--- config.mk ---
export PLATFORM = sky130hd
export DESIGN_NAME = lsu
export DESIGN_NICKNAME = d
export VERILOG_FILES = /design/src/rtl/lsu_pkg.sv /design/src/rtl/lsu_align.sv /design/src/rtl/lsu.sv
export SDC_FILE = /design/constraint.sdc
export NUM_CORES = 1
export LEC_CHECK = 0
export BUFFER_PORTS_ARGS = -buffer_cell sky130_fd_sc_hd__buf_2
export CORE_MARGIN = 1
export CORE_UTILIZATION = 40
export CTS_CLUSTER_DIAMETER = 40
export DETAILED_ROUTE_END_ITERATION = 8
export PLACE_DENSITY_LB_ADDON = 0.1
export SYNTH_ARGS = -nofsm -noshare
export SYNTH_HDL_FRONTEND = slang
export SYNTH_SLANG_ARGS = --single-unit
export TNS_END_PERCENT = 50
--- constraint.sdc ---
create_clock -name clk -period 3.8 [get_ports clk]
set_input_delay 0.19 -clock clk [delete_from_list [all_inputs] [get_ports clk]]
set_output_delay 0.19 -clock clk [all_outputs]
set_load 0.005 [all_outputs]
--- src/rtl/lsu_pkg.sv ---
// lsu_pkg: shared state encoding, RV32I load/store funct3 codes and access-size decode
package lsu_pkg;
  typedef enum logic [1:0] {IDLE, REQ, WAIT, DONE} state_t;
  localparam logic [2:0] LB  = 3'd0;
  localparam logic [2:0] LH  = 3'd1;
  localparam logic [2:0] LW  = 3'd2;
  localparam logic [2:0] LBU = 3'd4;
  localparam logic [2:0] LHU = 3'd5;
  localparam logic [2:0] SB  = 3'd0;
  localparam logic [2:0] SH  = 3'd1;
  localparam logic [2:0] SW  = 3'd2;
  function automatic logic [2:0] size_of(input logic [1:0] f);
    return f == 2'd0 ? 3'd1 : f == 2'd1 ? 3'd2 : 3'd4;
  endfunction
endpackage

--- src/rtl/lsu_align.sv ---
// lsu_align: byte-lane mask, store data positioning and load data extraction/extension
module lsu_align
  import lsu_pkg::*;
(
  input  logic [1:0]  off,
  input  logic [2:0]  funct3,
  input  logic [31:0] wdata,
  input  logic [63:0] rword,
  output logic [7:0]  mask8,
  output logic [63:0] wdata64,
  output logic [31:0] rdata
);
  logic [2:0]  size;
  logic [7:0]  base;
  logic [31:0] sh;
  logic        sgn;
  assign size    = size_of(funct3[1:0]);
  assign base    = (8'd1 << size) - 8'd1;
  assign mask8   = base << off;
  assign wdata64 = {32'd0, wdata} << {off, 3'b000};
  assign sh      = 32'(rword >> {off, 3'b000});
  assign sgn     = ~funct3[2];
  assign rdata   = size == 3'd1 ? {{24{sgn & sh[7]}}, sh[7:0]}
                 : size == 3'd2 ? {{16{sgn & sh[15]}}, sh[15:0]}
                 : sh;
endmodule

--- src/rtl/lsu.sv ---
// lsu: RV32I load/store unit issuing one or two word beats per access to a word memory
module lsu
  import lsu_pkg::*;
#(
  parameter int MISALIGN_SPLIT = 1
) (
  input  logic        clk,
  input  logic        rst_n,
  input  logic        req_valid,
  output logic        req_ready,
  input  logic [31:0] req_addr,
  input  logic [31:0] req_wdata,
  input  logic [2:0]  req_funct3,
  input  logic        req_write,
  output logic        resp_valid,
  output logic [31:0] resp_rdata,
  output logic        resp_err,
  output logic        mem_req,
  output logic        mem_we,
  output logic [31:0] mem_addr,
  output logic [3:0]  mem_be,
  output logic [31:0] mem_wdata,
  input  logic        mem_gnt,
  input  logic        mem_rvalid,
  input  logic [31:0] mem_rdata
);
  state_t      state, state_n;
  logic [31:0] addr_q, wdata_q, r0, r1, ldata;
  logic [2:0]  f3_q, in_size;
  logic        write_q, beat, err_q, misalign, illegal, accept, more;
  logic [7:0]  mask8;
  logic [63:0] w64;
  assign in_size   = size_of(req_funct3[1:0]);
  assign misalign  = 3'(req_addr[1:0]) + in_size > 3'd4;
  assign illegal   = (req_write ? !(req_funct3 inside {SB, SH, SW})
                                : !(req_funct3 inside {LB, LH, LW, LBU, LHU}))
                   || (MISALIGN_SPLIT == 0 && misalign);
  assign req_ready = rst_n && state == IDLE;
  assign accept    = req_valid && req_ready;
  assign more      = !beat && mask8[7:4] != 4'd0;
  lsu_align u_align (
    .off    (addr_q[1:0]),
    .funct3 (f3_q),
    .wdata  (wdata_q),
    .rword  ({r1, r0}),
    .mask8  (mask8),
    .wdata64(w64),
    .rdata  (ldata)
  );
  // state register
  always_ff @(posedge clk or negedge rst_n)
    if (!rst_n) state <= IDLE;
    else        state <= state_n;
  // next state: illegal requests skip straight to the response cycle
  always_comb begin
    state_n = state == IDLE ? (accept ? (illegal ? DONE : REQ) : IDLE)
            : state == REQ  ? (mem_gnt ? WAIT : REQ)
            : state == WAIT ? (mem_rvalid ? (more ? REQ : DONE) : WAIT)
            : IDLE;
  end
  // request capture and per-beat read data capture
  always_ff @(posedge clk or negedge rst_n)
    if (!rst_n) begin
      addr_q  <= '0;
      wdata_q <= '0;
      f3_q    <= '0;
      write_q <= 1'b0;
      err_q   <= 1'b0;
      beat    <= 1'b0;
      r0      <= '0;
      r1      <= '0;
    end else begin
      if (accept) begin
        addr_q  <= req_addr;
        wdata_q <= req_wdata;
        f3_q    <= req_funct3;
        write_q <= req_write;
        err_q   <= illegal;
        beat    <= 1'b0;
        r0      <= '0;
        r1      <= '0;
      end
      if (state == WAIT && mem_rvalid) begin
        if (beat) r1 <= mem_rdata;
        else      r0 <= mem_rdata;
        if (more) beat <= 1'b1;
      end
    end
  assign mem_req    = state == REQ;
  assign mem_we     = mem_req && write_q;
  assign mem_addr   = mem_req ? {addr_q[31:2] + 30'(beat), 2'b00} : 32'd0;
  assign mem_be     = mem_req ? (beat ? mask8[7:4] : mask8[3:0]) : 4'd0;
  assign mem_wdata  = mem_we ? (beat ? w64[63:32] : w64[31:0]) : 32'd0;
  assign resp_valid = state == DONE;
  assign resp_err   = resp_valid && err_q;
  assign resp_rdata = resp_valid && !err_q && !write_q ? ldata : 32'd0;
endmodule
### Word level (Yosys, flattened, before mapping)

Index checks and enable logic that the tools add are counted.

| operators by class | value |
|---|---|
| add/sub/neg operators | 2 |
| equal/unequal tests | 10 |
| shift operators | 4 |
| mux-type cells | 28 |
| bitwise gates (word level) | 3 |
| reductions and logical operators | 19 |

Operator list:

| operator | count |
|---|---|
| 2-to-1 mux 32 bit | 12 |
| left shift 32 x 5 -> 64 bit | 1 |
| >> shifter 64 x 5 -> 32 bit | 1 |
| adder 30 x 1 -> 30 bit | 1 |
| 2-to-1 mux 2 bit | 8 |
| logical AND 1 bit | 8 |
| 2-to-1 mux 4 bit | 2 |
| left shift 1 x 3 -> 8 bit, first input constant | 1 |
| left shift 8 x 2 -> 8 bit | 1 |
| subtractor 8 x 1 -> 8 bit, second input constant | 1 |
| equality test 3 x 1 -> 1 bit, second input constant | 2 |
| equality test 3 x 2 -> 1 bit, second input constant | 2 |
| equality test 3 bit, second input constant | 2 |
| 2-to-1 mux 3 bit | 2 |
| logical NOT 1 bit | 5 |
| nonzero test 5 bit | 1 |
| equality test 2 x 1 -> 1 bit, second input constant | 2 |
| equality test 2 bit, second input constant | 2 |
| logical NOT 2 bit | 2 |
| 2-to-1 mux 1 bit | 4 |
| nonzero test 4 bit | 1 |
| logical NOT 3 bit | 1 |
| nonzero test 3 bit | 1 |
| AND 1 bit | 2 |
| inverter 1 bit | 1 |

| word-level totals | value |
|---|---|
| bits in registers | 136 |
| bits of input ports | 105 |
| output and inout bits | 105 |
| logic and storage cells | 75 |

### Longest topological paths before layout

| depth | value |
|---|---|
| depth after elaboration | 13 |
| depth in mapped cells | 9 |
| gate-level depth less buffers | 6 |

### Cells and area by module

A second synthesis with hierarchy kept.

| second synthesis, totals | value |
|---|---|
| cell total of the unflattened synthesis | 955 |
| area, all modules | 8,657.1 um^2 |

By module, submodules not included:

| module | times used | cells an instance | area each (um^2) | sequential area each (um^2) |
|---|---|---|---|---|
| lsu | 1 | 713 | 6,608.8 | 3,403.3 |
| lsu_align | 1 | 242 | 2,048.2 | 0.0 |

### Worst setup path after synthesis

No wires, ideal clock.

| timing path | value |
|---|---|
| path type | flip-flop to flip-flop |
| from | register f3_q[1] |
| to | register state[1] |
| setup time | 0.126 ns |
| data arrival time | 1.922 ns |
| data required time | 3.674 ns |
| setup slack | 1.752 ns |
| stages on the path, launching flop included | 9 |
| path buffers | 3 |
| clock period less this slack | 2.048 ns |
| cells stage by stage | dfrtp_1 -> clkbuf_1 -> inv_1 -> clkbuf_1 -> clkbuf_1 -> ha_1 -> o221ai_1 -> nand3_1 -> a221o_1 |

| on the way | value |
|---|---|
| cells in the longest elaborated chain, start to end | 13 |
| elaborated cells on any way between the ends | 14 |
| classes of those cells | 1 x add/sub; 1 x eq/ne; 2 x shift; 7 x mux; 3 x reduce/logical |

Ends and longest elaborated chain:

| what | line | source |
|---|---|---|
| start: declaration | lsu.sv:29 | `logic [2:0] f3_q, in_size;` |
| start signal: assignment | lsu.sv:76 | `f3_q <= req_funct3;` |
| equality test 2 x 1 -> 1 bit | lsu_pkg.sv:13 | `return f == 2'd0 ? 3'd1 : f == 2'd1 ? 3'd2 : 3'd4;` |
| 2-to-1 mux 3 bit | lsu_pkg.sv:13 |  |
| 2-to-1 mux 3 bit * | lsu_pkg.sv:13 |  |
| left shift 1 x 3 -> 8 bit * | lsu_align.sv:18 | `assign base = (8'd1 << size) - 8'd1;` |
| subtractor 8 x 1 -> 8 bit * | lsu_align.sv:18 |  |
| left shift 8 x 2 -> 8 bit * | lsu_align.sv:19 | `assign mask8 = base << off;` |
| nonzero test 4 bit * | lsu.sv:40 | `assign more = !beat && mask8[7:4] != 4'd0;` |
| logical AND 1 bit * | lsu.sv:40 |  |
| 2-to-1 mux 2 bit * (3 in series) | lsu.sv:58 | `: state == WAIT ? (mem_rvalid ? (more ? REQ : DONE) : WAIT)` |
| 2-to-1 mux 2 bit * | lsu.sv:57 | `: state == REQ ? (mem_gnt ? WAIT : REQ)` |
| 2-to-1 mux 2 bit * | lsu.sv:56 | `state_n = state == IDLE ? (accept ? (illegal ? DONE : REQ) : IDLE)` |
| via state_n[1] | lsu.sv:27 | `state_t state, state_n;` |
| end signal: assignment | lsu.sv:53 | `else state <= state_n;` |
| end: declaration | lsu.sv:27 |  |

The timed path passes the listed nets; every way through them passes the cells marked *.
A chain may end at the register's enable or synchronous reset.

### Final worst setup path

| timing path | value |
|---|---|
| from | register addr_q[0] |
| to | output port resp_rdata[15] |

| on the way | value |
|---|---|
| cells in the longest elaborated chain, start to end | 4 |
| elaborated cells on any way between the ends | 5 |
| classes of those cells | 1 x shift; 3 x mux; 1 x bitwise |

Ends and longest elaborated chain:

| what | line | source |
|---|---|---|
| start: declaration | lsu.sv:28 | `logic [31:0] addr_q, wdata_q, r0, r1, ldata;` |
| start signal: assignment | lsu.sv:74 | `addr_q <= req_addr;` |
| >> shifter 64 x 5 -> 32 bit * | lsu_align.sv:21 | `assign sh = 32'(rword >> {off, 3'b000});` |
| 2-to-1 mux 32 bit / AND 1 bit (equally long branches) | lsu_align.sv:24, lsu_align.sv:23 |  |
| 2-to-1 mux 32 bit * | lsu_align.sv:23 | `assign rdata = size == 3'd1 ? {{24{sgn & sh[7]}}, sh[7:0]}` |
| 2-to-1 mux 32 bit * | lsu.sv:96 | `assign resp_rdata = resp_valid && !err_q && !write_q ? ldata : 32'd0;` |
| end: declaration | lsu.sv:16 | `output logic [31:0] resp_rdata,` |

Mark *: on every way between the ends. The rest lies on a longest branch, timed or not.

==> flow_metrics.tcl <==
set metrics [dict create \
    status "complete, no violations" \
    firstDrtPassIters 5 \
    p_switching_mw 3.10 \
    tightest_slew_ps 1070 \
    async_flop_share 1.00 \
    post_cts_buffers 0 \
    routed_wl_um 22700 \
    post-place-ws_ps 1220 \
    highest_layer "met5" \
    final_nets 1185 \
    vias_per_cell 5.23 \
    p_int_mw 4.86 \
    grt-ovfl-total 0 \
    synth_edf_count 0 \
    worstPathRequired_ps 3610 \
    antenna_found_initial 1 \
    synth.distinct_cells 47 \
    yosys_warnings 0 \
    drc 0 \
    clockBufferDepth 2 \
    rr_startpoint "addr_q[1]" \
    p_per_area_nw_per_um2 760 \
    finalWorstSetupSlack_ps 786 \
    synth.area.top_cells "dfrtp_1 (41%), mux2_2 (9.8%), mux4_2 (8.3%)" \
    grt_max_degree 73 \
    grt_first_pass_wirelength_um 36000 \
    gp_congestion 0.804 \
    ff2ff_path_depth 4 \
    dominantRegCellSynth "dfrtp_1" \
    hold_violations 0 \
    synth_top_area_cell "dfrtp_1" \
    hold_start "req_wdata[17]" \
    cts_root_buf "clkbuf_16" \
    swShare 0.390 \
    wl_met2_um 10400 \
    dpl.hpwl_um 15400 \
    fmax_mhz 332 \
    critPathMaxStageDelay_ps 1070 \
    initial_core_util 0.414 \
    diodes 0 \
    die_h_um 142 \
    path_clk_slew_ps 60 \
    drtIter0Drc 361 \
    final_core_util 0.553 \
    critPathTopFamily "flip-flops" \
    hold_path_depth 2 \
    ys_ff_latch 128 \
    rows 50 \
    maxCapViolations 0 \
    syn_avg_cell_area_um2 9.55 \
    dieArea_um2 20200 \
    yosysSeqAreaShare 0.409 \
    crit_type "flip-flop to output pin" \
    die_width_um 142 \
    place.port_buffers 207 \
    grtUsageTotal 0.231 \
    htreeDepth 4 \
    skew_ps 9.76 \
    io_pins 210 \
    worst-path-stages 5 \
    leakage_nw 4.95 \
    p_comb_frac 0.408 \
    end_kind "output pin" \
    setup_viol 0 \
    slew_headroom 0.283 \
    cts_buffers 17 \
    final_antenna_net_count 0 \
    cpMaxStageDelayCell "dfrtp_4" \
    min_period_ps 3010 \
    core_um2 19000 \
    startpoint_type "flip-flop" \
    postSynthCellCount 821 \
    cp_num_buf_inv 1 \
    clock_sinks 128 \
    setup_tns_ps 0 \
    critPathMaxFanout 68 \
    rsz0062_at_grt "no" \
    grt_pass1_vias 6910 \
    cts_tree "yes" \
    insertion_delay_ps 430 \
    syn-cell-area_um2 7840 \
    final_max_slew_viol_count 0 \
    avgRoutedWirePerCell_um 16.8 \
    layout-drive-gt1-share 0.328 \
    hp-class "input pin to flip-flop" \
    wl_met3_um 1090 \
    crit_start "addr_q[0]" \
    vias 7065 \
    synthToLayoutAreaGrowth_pct 33.7 \
    clkPwrFrac 0.216 \
    peakVddDrop_mv 0.405 \
    worstPathArrival_ps 2820 \
    seq_power_share 0.376 \
    wl_met1_um 10700 \
    post-route-period-util 0.793 \
    path_cells "mux4_2 > nand2b_1 > a21o_1 > nor2_1 > buf_2" \
    synth_top_area_frac 0.409 \
]
power by group through the flow:
stage / clock network [mW] / logic (mW) / registers (mW)
final: 1.72 / 3.25 / 2.99
after global routing: 1.82 / 3.61 / 3.14
after CTS: 1.76 / 3.27 / 2.98
after detailed placement: 0 / 3.20 / 3.00
after global placement: 0 / 3.16 / 2.99
after floorplan: 0 / 2.71 / 2.49
final timing paths:
| path | end | slack (ps) |
|---|---|---|
| max in group asynchronous | addr_q[1] | 2550 |
| hold / removal | wdata_q[17] | 10 |
| setup / recovery | resp_rdata[15] | 790 |
| min in group asynchronous | r1[5] | 180 |
| setup reg to reg | state[1] | 1510 |
| hold reg to reg | r1[21] | 500 |
cells by family after synthesis:
| group | share of synthesized area |
|---|---|
| flip-flops | 0.409 |
| other | 0.000478 |
| AO/OA/AOI/OAI | 0.0996 |
| multiplexers | 0.231 |
| adder cells (fa/ha/maj) | 0.00479 |
| AND/OR/NAND/NOR | 0.197 |
| buffers and inverters | 0.0450 |
| XOR/XNOR | 0.0134 |
cells in the final DEF (no fill, tap or decap), types with 7 or more instances in the layout:
cell,synthesis,routed
a21oi_1,25,25
a22o_1,9,9
a22oi_1,10,10
and3_1,12,12
buf_2,17,206
buf_4,5,11
clkbuf_16,0,17
dfrtp_1,128,126
dlygate4sd3_1,0,84
inv_1,8,8
mux2_2,68,68
mux2i_1,39,39
mux4_2,29,29
nand2_1,157,156
nand3_1,39,39
nor2_1,74,72
nor2b_1,11,11
o21ai_0,49,49
o22ai_1,10,10
o2bb2ai_1,9,9
o31ai_1,8,8
or3_1,7,7
or4_1,8,8
xor2_1,9,9
worst reg2reg max path: stages (launching register included):
cell and delay [ps]:
dfrtp_4 910, inv_1 450, o221ai_1 370, nand3_1 110
a221o_1 330
cells in the mapped netlist (2+ instances only):
master     instances
o31ai_1            8
mux2_2            68
inv_1              8
mux2i_1           39
buf_6              4
nor2b_1           11
o21ai_0           49
mux4_2            29
xor2_1             9
nand3_1           39
nand2b_1           4
xnor2_1            3
a22oi_1           10
buf_2             17
o2bb2ai_1          9
or4_1              8
and3_1            12
a22o_1             9
nor3_1             3
o22ai_1           10
nand2_1          157
ha_1               3
buf_1              2
a21oi_1           25
and4_1             5
clkbuf_1          38
nor2_1            74
and2_1             5
buf_4              5
nor4_1             2
a21o_1             2
dfrtp_1          128
or3_1              7
nand4_2            2
nand4_1            5
layer usage:
metal | track usage | vias up
met5 | 0 | -
met4 | 0.0934 | 2
met3 | 0.0394 | 35
met2 | 0.356 | 224
met1 | 0.324 | 3377
li1 | - | 3427
repair_timing:
action,4_1_cts,5_1_grt
resized for setup,0,0
endpoints found under the hold margin,119,0
hold buffers,84,0
setup endpoints to repair,0,0
per-stage QoR:
stage	std cells	hold slack, ps	instance area (µm²)	power, mW
6_report	1350	13.8	10500	7.96
5_1_grt	1350	15.5	10500	8.57
4_1_cts	1350	1.72	10500	8.02
3_5_place_dp	1234	57.7	9020	6.20
3_3_place_gp	1234	57.9	9020	6.16
2_1_floorplan	822	-106	7840	5.20
final cells by class:
class	instances	area [µm²]
clock buffer	20	467
inverter	8	30.0
multi-input combinational	619	4310
timing repair buffer	303	1990
fill	1772	8480
tap	260	325
clock inverter	12	155
sequential	128	3210
state kept, by name, summed over array words and instances (netlist names):
| name | cells |
|---|---|
| addr_q | 32 |
| f3_q | 3 |
| r1 | 24 |
| write_q | 1 |
| wdata_q | 32 |
| err_q | 1 |
| state | 2 |
| beat | 1 |
| r0 | 32 |
(Power assumes the default switching activity.)
